===== src/rtl/opg_pkg.sv =====
// Shared definitions for the odd parity serializer: FSM state encoding,
// serial line idle level and the odd parity helper.
package opg_pkg;

  // Serializer FSM states, 3-bit encoding.
  typedef enum logic [2:0] {
    S_IDLE   = 3'd0,
    S_START  = 3'd1,
    S_DATA   = 3'd2,
    S_PARITY = 3'd3,
    S_STOP   = 3'd4
  } state_e;

  // Level driven on the serial line between frames and during stop bits.
  localparam logic TX_IDLE_LVL = 1'b1;

  // Widest word the parity helper accepts; narrower words are zero-extended,
  // which does not change the XOR reduction.
  localparam int unsigned ODD_PAR_MAX_W = 64;

  // Parity bit that makes data plus parity contain an odd number of ones.
  function automatic logic odd_par(input logic [ODD_PAR_MAX_W-1:0] data);
    return ~^data;
  endfunction

endpackage


===== src/rtl/odd_parity_serializer_bit_timer.sv =====
// ops_bit_timer: counts clk cycles within one serial bit. Held at zero while
// clr is high, wraps at CLKS_PER_BIT-1. bit_end flags the last cycle of the
// current bit; bit_end_next flags that the following cycle will be a last cycle.
module ops_bit_timer #(
  parameter int unsigned CLKS_PER_BIT = 4
) (
  input  logic clk,
  input  logic rst,
  input  logic clr,
  output logic bit_end,
  output logic bit_end_next
);

  localparam int unsigned CW   = (CLKS_PER_BIT > 1) ? $clog2(CLKS_PER_BIT) : 1;
  localparam logic [CW-1:0] LAST = CW'(CLKS_PER_BIT - 1);

  logic [CW-1:0] count_q;
  logic [CW-1:0] count_d;

  // Next count: zero while cleared, wrap on the bit boundary, else increment.
  always_comb begin
    count_d = count_q;
    if (clr) begin
      count_d = {CW{1'b0}};
    end else if (count_q == LAST) begin
      count_d = {CW{1'b0}};
    end else begin
      count_d = count_q + CW'(1);
    end
  end

  // Cycle counter register with synchronous reset.
  always_ff @(posedge clk) begin
    if (rst) begin
      count_q <= {CW{1'b0}};
    end else begin
      count_q <= count_d;
    end
  end

  assign bit_end      = (count_q == LAST);
  assign bit_end_next = (count_d == LAST);

endmodule


===== src/rtl/odd_parity_serializer.sv =====
// odd_parity_serializer: takes a word over valid/ready and shifts out
// start(0), data LSB-first, odd parity, stop(1) on tx.
// Optional feature macro: OPS_ERR_INJECT_EN adds the err_inject port, which
// inverts the captured parity bit when high on the handshake cycle.
module odd_parity_serializer
  import opg_pkg::*;
#(
  parameter int unsigned DATA_W       = 8,
  parameter int unsigned CLKS_PER_BIT = 4,
  parameter int unsigned STOP_BITS    = 1
) (
  input  logic              clk,
  input  logic              rst,
  input  logic [DATA_W-1:0] in_data,
  input  logic              in_valid,
  output logic              in_ready,
  output logic              tx,
  output logic              busy,
  output logic              frame_done
`ifdef OPS_ERR_INJECT_EN
  ,
  input  logic              err_inject
`endif
);

  localparam int unsigned BW = $clog2(DATA_W + 1);
  localparam logic [BW-1:0] LAST_DATA = BW'(DATA_W - 1);
  localparam logic [BW-1:0] LAST_STOP = BW'(STOP_BITS - 1);

  state_e            state_q, state_d;
  logic [DATA_W-1:0] shift_q, shift_d;
  logic              parity_q, parity_d;
  logic [BW-1:0]     bit_cnt_q, bit_cnt_d;
  logic              tx_q, tx_d;
  logic              frame_done_q, frame_done_d;
  logic              accept_s;
  logic              inj_s;
  logic              bit_end_s;
  logic              bit_end_next_s;

`ifdef OPS_ERR_INJECT_EN
  assign inj_s = err_inject;
`else
  assign inj_s = 1'b0;
`endif

  assign accept_s = in_valid && (state_q == S_IDLE);

  ops_bit_timer #(
    .CLKS_PER_BIT(CLKS_PER_BIT)
  ) u_bit_timer (
    .clk         (clk),
    .rst         (rst),
    .clr         (state_q == S_IDLE),
    .bit_end     (bit_end_s),
    .bit_end_next(bit_end_next_s)
  );

  // Next-state, shift, parity, bit count and the tx level of the next cycle.
  always_comb begin
    state_d   = state_q;
    shift_d   = shift_q;
    parity_d  = parity_q;
    bit_cnt_d = bit_cnt_q;
    tx_d      = tx_q;
    case (state_q)
      S_IDLE: begin
        tx_d = TX_IDLE_LVL;
        if (accept_s) begin
          shift_d   = in_data;
          parity_d  = odd_par(ODD_PAR_MAX_W'(in_data)) ^ inj_s;
          bit_cnt_d = {BW{1'b0}};
          state_d   = S_START;
          tx_d      = 1'b0;
        end else begin
          state_d = S_IDLE;
        end
      end
      S_START: begin
        if (bit_end_s) begin
          state_d   = S_DATA;
          bit_cnt_d = {BW{1'b0}};
          tx_d      = shift_q[0];
        end else begin
          tx_d = 1'b0;
        end
      end
      S_DATA: begin
        if (bit_end_s) begin
          if (bit_cnt_q == LAST_DATA) begin
            state_d   = S_PARITY;
            bit_cnt_d = {BW{1'b0}};
            tx_d      = parity_q;
          end else begin
            shift_d   = shift_q >> 1;
            bit_cnt_d = bit_cnt_q + BW'(1);
            tx_d      = shift_d[0];
          end
        end else begin
          tx_d = shift_q[0];
        end
      end
      S_PARITY: begin
        if (bit_end_s) begin
          state_d   = S_STOP;
          bit_cnt_d = {BW{1'b0}};
          tx_d      = TX_IDLE_LVL;
        end else begin
          tx_d = parity_q;
        end
      end
      S_STOP: begin
        tx_d = TX_IDLE_LVL;
        if (bit_end_s) begin
          if (bit_cnt_q == LAST_STOP) begin
            state_d   = S_IDLE;
            bit_cnt_d = {BW{1'b0}};
          end else begin
            bit_cnt_d = bit_cnt_q + BW'(1);
          end
        end else begin
          bit_cnt_d = bit_cnt_q;
        end
      end
      default: begin
        state_d   = S_IDLE;
        bit_cnt_d = {BW{1'b0}};
        tx_d      = TX_IDLE_LVL;
      end
    endcase
    // Registered pulse: high when the coming cycle is the last one of the last stop bit.
    frame_done_d = (state_d == S_STOP) && (bit_cnt_d == LAST_STOP) && bit_end_next_s;
  end

  // State and datapath registers; reset aborts any frame in progress.
  always_ff @(posedge clk) begin
    if (rst) begin
      state_q      <= S_IDLE;
      shift_q      <= {DATA_W{1'b0}};
      parity_q     <= 1'b0;
      bit_cnt_q    <= {BW{1'b0}};
      tx_q         <= TX_IDLE_LVL;
      frame_done_q <= 1'b0;
    end else begin
      state_q      <= state_d;
      shift_q      <= shift_d;
      parity_q     <= parity_d;
      bit_cnt_q    <= bit_cnt_d;
      tx_q         <= tx_d;
      frame_done_q <= frame_done_d;
    end
  end

  assign in_ready   = (state_q == S_IDLE);
  assign busy       = (state_q != S_IDLE);
  assign tx         = tx_q;
  assign frame_done = frame_done_q;

endmodule


===== config.mk =====
export PLATFORM = sky130hd
export DESIGN_NAME = odd_parity_serializer
export DESIGN_NICKNAME = d
export VERILOG_FILES = /design/src/rtl/opg_pkg.sv /design/src/rtl/odd_parity_serializer_bit_timer.sv /design/src/rtl/odd_parity_serializer.sv
export SDC_FILE = /design/constraint.sdc
export NUM_CORES = 1
export LEC_CHECK = 0
export ABC_AREA = 0
export BUFFER_PORTS_ARGS = -buffer_cell sky130_fd_sc_hd__buf_4
export CAP_MARGIN = 10
export CORE_UTILIZATION = 55
export DETAILED_ROUTE_END_ITERATION = 7
export GPL_ROUTABILITY_DRIVEN = 0
export MAX_ROUTING_LAYER = met4
export PLACE_DENSITY = 0.88
export SKIP_CTS_REPAIR_TIMING = 1
export SLEW_MARGIN = 20
export SYNTH_ARGS = -nofsm -noshare
export SYNTH_HDL_FRONTEND = slang
export SYNTH_HIERARCHICAL = 1
export SYNTH_SLANG_ARGS = --single-unit

===== constraint.sdc =====
create_clock -name clk -period 2.8 [get_ports clk]
set_clock_uncertainty 0.15 [all_clocks]
set_input_delay 0.56 -clock clk [delete_from_list [all_inputs] [get_ports clk]]
set_output_delay 0.56 -clock clk [all_outputs]
set_load 0.02 [all_outputs]

---- Word level (Yosys, flattened, before mapping) ----
Cells that the tools add are included.
word-level totals
  register bits ........................... 20
  input port bits ......................... 11
  word-level logic and storage cells ...... 59
operators by class
  $add $sub $neg .......................... 2
  equality and inequality tests ........... 11
  mux-type cells .......................... 27
  reductions and logical operators ........ 12
operator list
  operator                                               count
  XNOR reduction 64 bit                                  1
  2-to-1 mux 4 bit                                       6
  2-to-1 mux 8 bit                                       3
  2-to-1 mux 3 bit                                       6
  one-hot mux 4 bit (4 select lines)                     1
  one-hot mux 8 bit (2 select lines)                     1
  one-hot mux 3 bit (5 select lines)                     1
  zero test 4 bit                                        2
  == test 3 x 2 -> 1 bit, second input constant          2
  == test 3 bit, second input constant                   2
  2-to-1 mux 1 bit                                       6
  adder 4 x 1 -> 4 bit, second input constant            1
  == test 2 bit, second input constant                   2
  == test 4 x 3 -> 1 bit, second input constant          1
  2-to-1 mux 2 bit                                       2
  inequality test 2 bit, second input constant           2
  one-hot mux 1 bit (4 select lines)                     1
  AND reduction 4 bit                                    1
  == test 3 x 1 -> 1 bit, second input constant          1
  logical AND 1 bit                                      3
  zero test 3 bit                                        1
  nonzero test 3 bit                                     1
  adder 2 x 1 -> 2 bit, second input constant            1
  inequality test 2 x 1 -> 1 bit, second input constant  1
  3 further kinds                                        3

---- Logic depth before layout (Yosys ltp) ----
Gate-level depths: netlist of the first run.
  depth in word-level cells ............... 7
  gate-level depth with buffers ........... 7
  depth with buffers taken out ............ 7

---- Cells and area by module ----
Netlist of the first run, hierarchy kept.
modules (own cells, without submodules)
  module                 instances  cells each  area an instance (sq um)
  odd_parity_serializer  1          123         1058.5
  ops_bit_timer          1          6           87.6

---- Worst setup path before layout of the first run ----
No wires, ideal clock.
  kind .................................... reg2reg
  start ................................... register u_bit_timer.count_q[0]
  end ..................................... register frame_done_q, in the netlist frame_done
  arrival time ............................ 1.726 ns
  data required time ...................... 2.577 ns
  path slack .............................. 0.851 ns
  stages on the path, launching flop included .. 8
  buffers on the path ..................... 1
  period minus slack after synthesis ...... 1.949 ns
  cell sequence ........................... dfxtp_1 > ha_1 > clkbuf_1 > nand2_1 > or3_1 > a31oi_2 > o2111ai_1 > nor3b_2
between the ends
  word-level cells in the longest chain between the ends .. 6
ends and longest elaborated chain
  what                                                                                      RTL line                               RTL
  from (decl)                                                                               odd_parity_serializer_bit_timer.sv:17  logic [CW-1:0] count_q;
  from (signal assigned)                                                                    odd_parity_serializer_bit_timer.sv:35  count_q <= {CW{1'b0}};
  from (signal assigned)                                                                    odd_parity_serializer_bit_timer.sv:37  count_q <= count_d;
  == test 2 bit *                                                                           odd_parity_serializer_bit_timer.sv:41  assign bit_end = (count_q == LAST);
  via bit_end_s                                                                             odd_parity_serializer.sv:38            logic bit_end_s;
  2-to-1 mux 3 bit (tied with other cells)                                                  odd_parity_serializer.sv:114           if (bit_end_s) begin
  one-hot mux 3 bit (5 select lines) or one-hot mux 4 bit (4 select lines) (tied branches)  odd_parity_serializer.sv:66            case (state_q)
  == test 3 bit or zero test 4 bit (tied branches)                                          odd_parity_serializer.sv:132           frame_done_d = (state_d == S_STOP) && (bit_cnt_d == LAST_STOP) && bit_end_next_s;
  logical AND 1 bit                                                                         odd_parity_serializer.sv:132
  logical AND 1 bit *                                                                       odd_parity_serializer.sv:132
  to (signal assigned)                                                                      odd_parity_serializer.sv:150           frame_done_q <= frame_done_d;
  to (decl)                                                                                 odd_parity_serializer.sv:35            logic frame_done_q, frame_done_d;
Mark *: on every way through the listed nets, which the timed path passes. The rest lies on a longest branch.
A chain may end at the register's enable or synchronous reset.

---- Worst setup path in the final report of the first run ----
  start ................................... register state_q[2]
  end ..................................... output port in_ready
between the ends
  word-level cells in the longest chain between the ends .. 1
ends and longest elaborated chain
  what                    RTL line                      RTL
  from (decl)             odd_parity_serializer.sv:30   state_e state_q, state_d;
  from (signal assigned)  odd_parity_serializer.sv:145  state_q <= state_d;
  zero test 3 bit         odd_parity_serializer.sv:154  assign in_ready = (state_q == S_IDLE);
  to (decl)               odd_parity_serializer.sv:16   output logic in_ready,
Every way passes these cells.

==> flow_metrics.tcl, run 1 <==
set metrics [dict create \
    worstPathMaxFanout 13 \
    cts.clk_slew.worst_paths_ns 0.10 \
    via_count 1013 \
    cts_buffers 3 \
    routed_via_density 6.066 \
    cap_violations 0 \
    synthTopCellsByCount "dfxtp_1, nor2_1, xnor2_1" \
    worstMarginPinSlew_ns 0.4549 \
    required_ns 2.09 \
    drtIter0Drc 37 \
    cts.path.max_buffers 2 \
    hold_path_class "reg -> reg" \
    yosysTopAreaCell "dfxtp_1" \
    rows 16 \
    synthToLayoutAreaGrowth_pct 11.79 \
    top_level_ports 15 \
    final_util_pct 65.31 \
    fin_tns_setup_ns 0 \
    routedWlPerCell_um 13.63 \
    clkLatencyLatePin_ns 0.29 \
    grt_start_max_net_pins 19 \
    grtUsageTotal_pct 21.59 \
    max_stage_delay_ns 0.47 \
    maxSlewViolCount 0 \
    reg2regPathDepth 5 \
    postRouteAntennaNets 0 \
    synth.most_common_cell "dfxtp_1" \
    timing.fmax_mhz 442.3 \
    grt_pass1_vias 771 \
    hold_violations 0 \
    fin_crit_sh_pct 80.74 \
    die_area_um2 2271 \
    cpMaxStageDelayCell "or3_1" \
    status "finished clean" \
    start_util_pct 58.42 \
    worstSetupEndpointType "output port" \
    ys_dominant_reg_cell "dfxtp_1" \
    rsz0062_at_grt "no" \
    leakagePower_nw 0.4530 \
    synth.distinct_cells 42 \
    cts_root_buffer "clkbuf_4" \
    drt_first_pass_iters 6 \
    synth_area_leaders "dfxtp_1, mux2i_1, xnor2_1, a211oi_1, nor2_1" \
    drc 0 \
    setup.worst_path.class "reg -> out" \
    antenna_found_initial 0 \
    cp.arrival_ns 1.55 \
    synthesis.area_um2 1146 \
    core_um2 1962 \
    wl_um 2277 \
    gr-total-overflow 0 \
    diodes 0 \
    synth_edf_count 0 \
    syn_nets 143 \
    place_hpwl_um 1721 \
    synth-seq-cells 20 \
    ys.warnings.count 6 \
    critPathLaunchType "register" \
    path_cells "or3_1 -> inv_2 -> buf_4" \
    setup_violations 0 \
    yosysTopAreaCellShare_pct 34.93 \
    die_height_um 47.65 \
    period_minus_slack_ns 2.261 \
    tritoncts "yes" \
    die_w_um 47.65 \
    portBuffers 14 \
    relSlewSlack_pct 69.67 \
    syn_avg_cell_area_um2 8.884 \
    netlist_instances 129 \
    grt_pass1_wl_um 3325 \
    final_nets 156 \
    whs_path_depth 2 \
    clock_sinks 20 \
    ys_seq_area_share_pct 34.93 \
    synth-async-reset-ratio_pct 0 \
    power_density_nw_per_um2 414.6 \
    h-tree-depth 1 \
    ir_drop_mv 0.3038 \
    drive_gt1_share_pct 20.00 \
]
stage by stage:
step / instances / cell area (um2) / total power, mW / hold WS, ns / setup slack, ns
global route: 167 / 1281 / 0.5587 / 0.3449 / 0.4632
global placement: 164 / 1259 / 0.4024 / 0.3082 / 0.7618
floorplan: 129 / 1146 / 0.3769 / 0.2926 / 0.8513
detailed placement: 164 / 1259 / 0.4072 / 0.3174 / 0.7339
finish: 167 / 1281 / 0.5313 / 0.3282 / 0.5393
CTS: 167 / 1281 / 0.5337 / 0.3320 / 0.5462
path summary, 6_finish.rpt:
kind	slack, ns	startpoint	end
worst max-delay path	0.54	state_q[2]	in_ready
worst min-delay path	0.33	parity_q	parity_q
worst max register to register	0.69	state_q[2]	frame_done
worst min register to register	0.33	parity_q	parity_q
power breakdown:
part,internal (mW),total [mW],switching (mW)
clock network,0.0499,0.131,0.0808
registers,0.299,0.310,0.0111
logic,0.0445,0.0906,0.0461
total,0.393,0.531,0.138
routing by layer:
metal  share of wire (%)  GRT usage [%]  routed length [um]  vias to the layer above
met5                   0              -                   0                        -
li1                    -              -                   -                      492
met2                  51          36.44                1172                       43
met1                  43          25.46                 972                      476
met3                 5.2          5.283                 119                        2
met4                0.53          6.111                  12                        0
cell type report:
type | instances | area, um2
clock buffers | 3 | 22.52
fillers | 176 | 680.7
inverters | 6 | 22.52
multi-input cells | 95 | 681.9
flip-flops and latches | 20 | 400.4
well taps | 27 | 33.78
repair buffers | 16 | 120.1
state kept, by name, indices dropped and copies added, names as in the netlist:
| signal | flops |
|---|---|
| shift_q | 8 |
| bit_cnt_q | 4 |
| state_q | 3 |
| u_bit_timer/count_q | 2 |
| frame_done | 1 |
| parity_q | 1 |
| tx | 1 |
logic make-up after synthesis:
kind of cell             after synthesis  share of synthesized area [%]
flip-flops                            20                          34.93
AO/OA/AOI/OAI                         27                          17.90
buffers and inverters                 14                          5.567
multiplexers                           9                          7.970
AND/OR/NAND/NOR                       47                          23.47
adder cells (fa/ha/maj)                3                          3.275
XOR/XNOR                               9                          6.878
critical path: cells and delay by family, from the launching register on:
family / cells / cell delay [ns]
buf+inv: 2 / 0.35
flops: 1 / 0.44
simple gates: 1 / 0.47
layout by cell type (no fill, tap or decap), types with 2 or more instances in the layout:
cell type / count
xnor2_1: 9
nand3_1: 4
a211oi_1: 7
o2111ai_1: 2
nor3b_1: 3
nor3_1: 2
a31oi_1: 2
buf_4: 16
dfxtp_1: 20
nand3b_1: 2
a32oi_1: 2
clkbuf_4: 3
inv_1: 5
a21oi_1: 5
or3_1: 3
nand2_1: 8
ha_1: 3
nor2_1: 14
mux2i_1: 8
(Power assumes the default switching activity.)
==> run 2: changes to the inputs <==
Settings changed: ABC_AREA 0 to 1, PLACE_DENSITY 0.88 to 0.87.
Clock period 2.8 ns to 2.1 ns, I/O delays scaled along.
==> flow_metrics.tcl, run 2 <==
set metrics [dict create \
    setup.worst_path.class "reg -> out" \
    worstPathMaxFanout 7 \
    h-tree-depth 1 \
    mostFrequentLayoutCells "nand2_1, nor2_1, inv_1" \
    postRouteAntennaNets 0 \
    finalNonFillerCells 242 \
    ys_seq_area_share_pct 30.45 \
    ir_drop_mv 0.4882 \
    placed_cells 238 \
    largest-register "shift_q" \
    cts_root_buffer "clkbuf_4" \
    seq_power_share_pct 46.9 \
    leakagePower_nw 0.7379 \
    cts_buffers 3 \
    fin_tns_setup_ns 0 \
    syn_nets 213 \
    synth.distinct_cells 32 \
    maxSlewViolCount 0 \
    fin_ws_ns 0.1327 \
    synth_area_leaders "dfxtp_1, nand2_1, nor2_1, inv_1, nand3_1" \
    syn_avg_cell_area_um2 6.608 \
    p_comb_share_pct 16.8 \
    place_hpwl_um 2069 \
    grt_start_max_net_pins 14 \
    nFillCells 208 \
    cts.clk_slew.worst_paths_ns 0.12 \
    clockPowerShare_pct 36.3 \
    portBuffers 14 \
    die_area_um2 2590 \
    grt_pass1_wl_um 4988 \
    clkLatencyLatePin_ns 0.31 \
    drive_gt1_share_pct 14.95 \
    die_height_um 50.90 \
    yosysTopAreaCellShare_pct 30.45 \
    tritoncts "yes" \
    synthesis.area_um2 1315 \
    cp.arrival_ns 1.40 \
    largest_reg_flops 8 \
    die_w_um 50.90 \
    grtUsageTotal_pct 26.54 \
    rows 17 \
    final_nets 229 \
    power_density_nw_per_um2 602.5 \
    routed_via_density 5.153 \
    internal_power_uw 656.7 \
    worstMarginPinSlew_ns 0.5410 \
    ys.warnings.count 6 \
    yosysTopAreaCell "dfxtp_1" \
    core_um2 2233 \
    regArea_um2 400.4 \
    start_util_pct 58.88 \
    ys_dominant_reg_cell "dfxtp_1" \
    via_count 1247 \
    synth.most_common_cell "nand2_1" \
    cap_violations 0 \
    fin_crit_sh_pct 93.68 \
    drtIter0Drc 34 \
    gr-total-overflow 0 \
    swShare_pct 25.99 \
    cts.path.max_buffers 2 \
    antenna_found_initial 0 \
    wl_um 2776 \
    synth-async-reset-ratio_pct 0 \
    multiInputGateArea_um2 789.5 \
    period_minus_slack_ns 1.967 \
    drc 0 \
    hold_path_class "in -> reg" \
    rsz0062_at_grt "no" \
    p_total_uw 887.3 \
    timing.fmax_mhz 508.3 \
    top_regs "shift_q x8, bit_cnt_q x4, state_q x3" \
    dp_slack_ns 0.3575 \
    reg2reg_slack_ns 0.32 \
    routedWlPerCell_um 11.47 \
    synthToLayoutAreaGrowth_pct 11.99 \
    diodes 0 \
    status "finished clean" \
    synth_edf_count 0 \
    required_ns 1.53 \
    drt_first_pass_iters 5 \
    synthTopCellsByCount "nand2_1, nor2_1, inv_1" \
    final_common_cell "nand2_1" \
    relSlewSlack_pct 63.93 \
    synth-seq-cells 20 \
    worstSetupEndpointType "output port" \
    netlist_instances 199 \
    p_switching_uw 230.6 \
    clock_sinks 20 \
    grt_pass1_vias 1152 \
    top_level_ports 15 \
    hold_violations 0 \
    critPathLaunchType "register" \
    setup_violations 0 \
]
[run 2: cell count changes after synthesis, moves of 3 or more]
cell      delta
xnor2_1      -5
o21ai_0      +8
clkbuf_1     -3
inv_1       +16
a211oi_1     -6
buf_2        -3
or3_1        -3
mux2i_1      -7
nor3b_1      -3
nor2_1      +19
nand3_1     +10
nand2_1     +55
[run 2: power by group through the flow]
stage,clock network [mW],logic (mW),registers (mW)
floorplan,0,0.100,0.423
global placement,0,0.145,0.424
detailed placement,0,0.148,0.425
CTS,0.321,0.149,0.416
global route,0.334,0.171,0.420
finish,0.322,0.149,0.416
[run 2: area by class of cell]
cell class              instances  share of cell area, %
well taps                      28                  2.379
flip-flops and latches         20                  27.19
repair buffers                 15                  7.647
multi-input cells             153                  53.61
inverters                      22                  5.607
clock inverters                 1                  2.039
clock buffers                   3                  1.529
[run 2: routing by layer]
metal,track usage [%],share of wire [%]
met1,32.60,45
met2,44.22,47
met3,6.250,7.3
met4,6.019,0.58
met5,-,0
[run 2: path summary, 6_finish.rpt]
kind / cells after the start / to / startpoint
min: 2 / shift_q[7] / rst
min reg2reg: 2 / shift_q[7] / shift_q[7]
max: 4 / in_ready / state_q[2]
max reg2reg: 12 / frame_done / state_q[2]
[run 2: cell families (layout without fill, tap and decap cells)]
logic type | Yosys count | after routing | share of synthesized area (%)
AOI/OAI and AO/OA | 16 | 16 | 6.660
xor gates and xnor gates | 6 | 6 | 3.996
adders and majority gates | 3 | 3 | 2.855
and+or+nand+nor | 127 | 127 | 45.77
DFF | 20 | 20 | 30.45
muxes | 1 | 1 | 0.7612
buffers and inverters | 26 | 41 | 9.515
[run 2: per-stage QoR]
step	cell area, um2	hold WS [ns]	utilization (%)
finish	1473	0.2052	65.94
global route	1473	0.2009	65.94
CTS	1473	0.2052	65.94
detailed placement	1420	0.3231	63.59
global placement	1420	0.3117	63.59
floorplan	1315	0.3023	-
[run 2: worst max-delay path, stage by stage, from the launching register on]
cell	delay (ns)
dfxtp_1	0.42
nor2_4	0.27
nand2_1	0.11
inv_1	0.13
buf_4	0.16
==> run 3: changes to the inputs <==
Settings changed: ABC_AREA 1 to not set, CELL_PAD_IN_SITES_DETAIL_PLACEMENT set to 0, CELL_PAD_IN_SITES_GLOBAL_PLACEMENT set to 1, CORE_UTILIZATION 55 to 42, PLACE_DENSITY 0.87 to 0.88.
==> flow_metrics.tcl, run 3 (synthesis results as in run 1) <==
set metrics [dict create \
    status "finished clean" \
    fin_crit_sh_pct 96.99 \
    setup_violations 0 \
    h-tree-depth 1 \
    hold_violations 0 \
    cts_buffers 3 \
    drive_gt1_share_pct 24.48 \
    antenna_found_initial 0 \
    worstMarginPinSlew_ns 0.3328 \
    grt_start_max_net_pins 19 \
    timing.fmax_mhz 491.0 \
    required_ns 2.15 \
    cap_violations 0 \
    setup.worst_path.class "reg -> reg" \
    final_util_pct 52.68 \
    period_minus_slack_ns 2.037 \
    grt_pass1_wl_um 3995 \
    via_count 988 \
    cts.path.max_buffers 2 \
    top_regs "shift_q x8, bit_cnt_q x4, state_q x3" \
    place_hpwl_um 1737 \
    rsz0062_at_grt "no" \
    clock_sinks 20 \
    relSlewSlack_pct 77.77 \
    cts_root_buffer "clkbuf_4" \
    leakagePower_nw 0.4741 \
    met1_usage_pct 21.28 \
    whs_path_depth 3 \
    finalNonFillerCells 173 \
    clkLatencyLatePin_ns 0.30 \
    critPathLaunchType "register" \
    grtUsageTotal_pct 19.67 \
    cpMaxStageDelayCell "dfxtp_1" \
    worstSetupEndpointType "register" \
    drc 0 \
    routedWlPerCell_um 14.14 \
    hold_path_class "in -> reg" \
    path_cells "or3b_4 -> o2bb2ai_2 -> a22oi_1 -> or3_1 -> nor3b_2" \
    placed_cells 169 \
    largest-register "shift_q" \
    max_stage_delay_ns 0.51 \
    routed_via_density 5.711 \
    postRouteAntennaNets 0 \
    cts.clk_slew.worst_paths_ns 0.12 \
    mostFrequentLayoutCells "dfxtp_1, buf_4, nor2_1" \
    portBuffers 14 \
    grt_pass1_vias 929 \
    cp.arrival_ns 2.09 \
    rows 18 \
    reg2regPathDepth 5 \
    die_area_um2 2941 \
    wl_um 2446 \
    start_util_pct 45.44 \
    die_height_um 54.24 \
    power_density_nw_per_um2 575.0 \
    die_w_um 54.24 \
    largest_reg_flops 8 \
    fin_ws_ns 0.06320 \
    grtUsageMet3_pct 5.833 \
    top_level_ports 15 \
    maxSlewViolCount 0 \
    ir_drop_mv 0.5763 \
    busiest_layer "met2" \
    dp_slack_ns 0.1462 \
    drt_first_pass_iters 6 \
    diodes 0 \
    tritoncts "yes" \
    final_nets 158 \
    met2_usage_pct 34.76 \
    drtIter0Drc 12 \
    synthToLayoutAreaGrowth_pct 15.94 \
    holdWs_ns 0.2477 \
    gr-total-overflow 0 \
    core_um2 2522 \
    p_total_uw 764.1 \
    worstPathMaxFanout 9 \
]
## run 3: cell types whose count changed in the layout (fill, tap and decap cells not counted), moves of 5 or more
cell	delta
nand3_1	-10
xnor2_1	+5
nand2_1	-55
o21ai_0	-8
mux2i_1	+7
nor2_1	-19
a211oi_1	+6
inv_1	-16
## run 3: layout make-up
class                   count  area, um2
inverters                   6      25.02
fillers                   240       1194
repair buffers             18      135.1
well taps                  30      37.54
flip-flops and latches     20      402.9
clock buffers               4      36.28
multi-input cells          95      691.9
## run 3: through the flow
stage | cell area, um2 | TNS [ns]
after floorplan | 1146 | 0
after global placement | 1277 | 0
after detailed placement | 1277 | 0
after CTS | 1314 | -0.002882
after global routing | 1329 | 0
final | 1329 | 0
## run 3: power by group
group          leakage, nW  switching [mW]  internal (mW)
Combinational        0.289          0.0616         0.0609
Clock               0.0210           0.122          0.106
Sequential           0.165          0.0153          0.399
Total                0.474           0.198          0.566
## run 3: final timing paths
| path | slack, ns | startpoint | end |
|---|---|---|---|
| worst max-delay path | 0.06 | state_q[2] | frame_done |
| worst min-delay path | 0.25 | in_data[7] | shift_q[7] |
| worst max register to register | 0.06 | state_q[2] | frame_done |
| worst min register to register | 0.34 | shift_q[7] | shift_q[7] |
## run 3: routing by layer
| metal | routed length [um] | part of all wire, % | vias up |
|---|---|---|---|
| li1 | - | - | 502 |
| met1 | 1092 | 45 | 462 |
| met2 | 1217 | 50 | 22 |
| met3 | 117 | 4.8 | 2 |
| met4 | 18 | 0.74 | 0 |
| met5 | 0 | 0 | - |
## run 3: worst max-delay path, delay by kind of cell (launching register included)
kind               cells  cell delay (ns)
and+or+nand+nor        3             1.00
AOI/OAI and AO/OA      2             0.27
DFF                    1             0.51
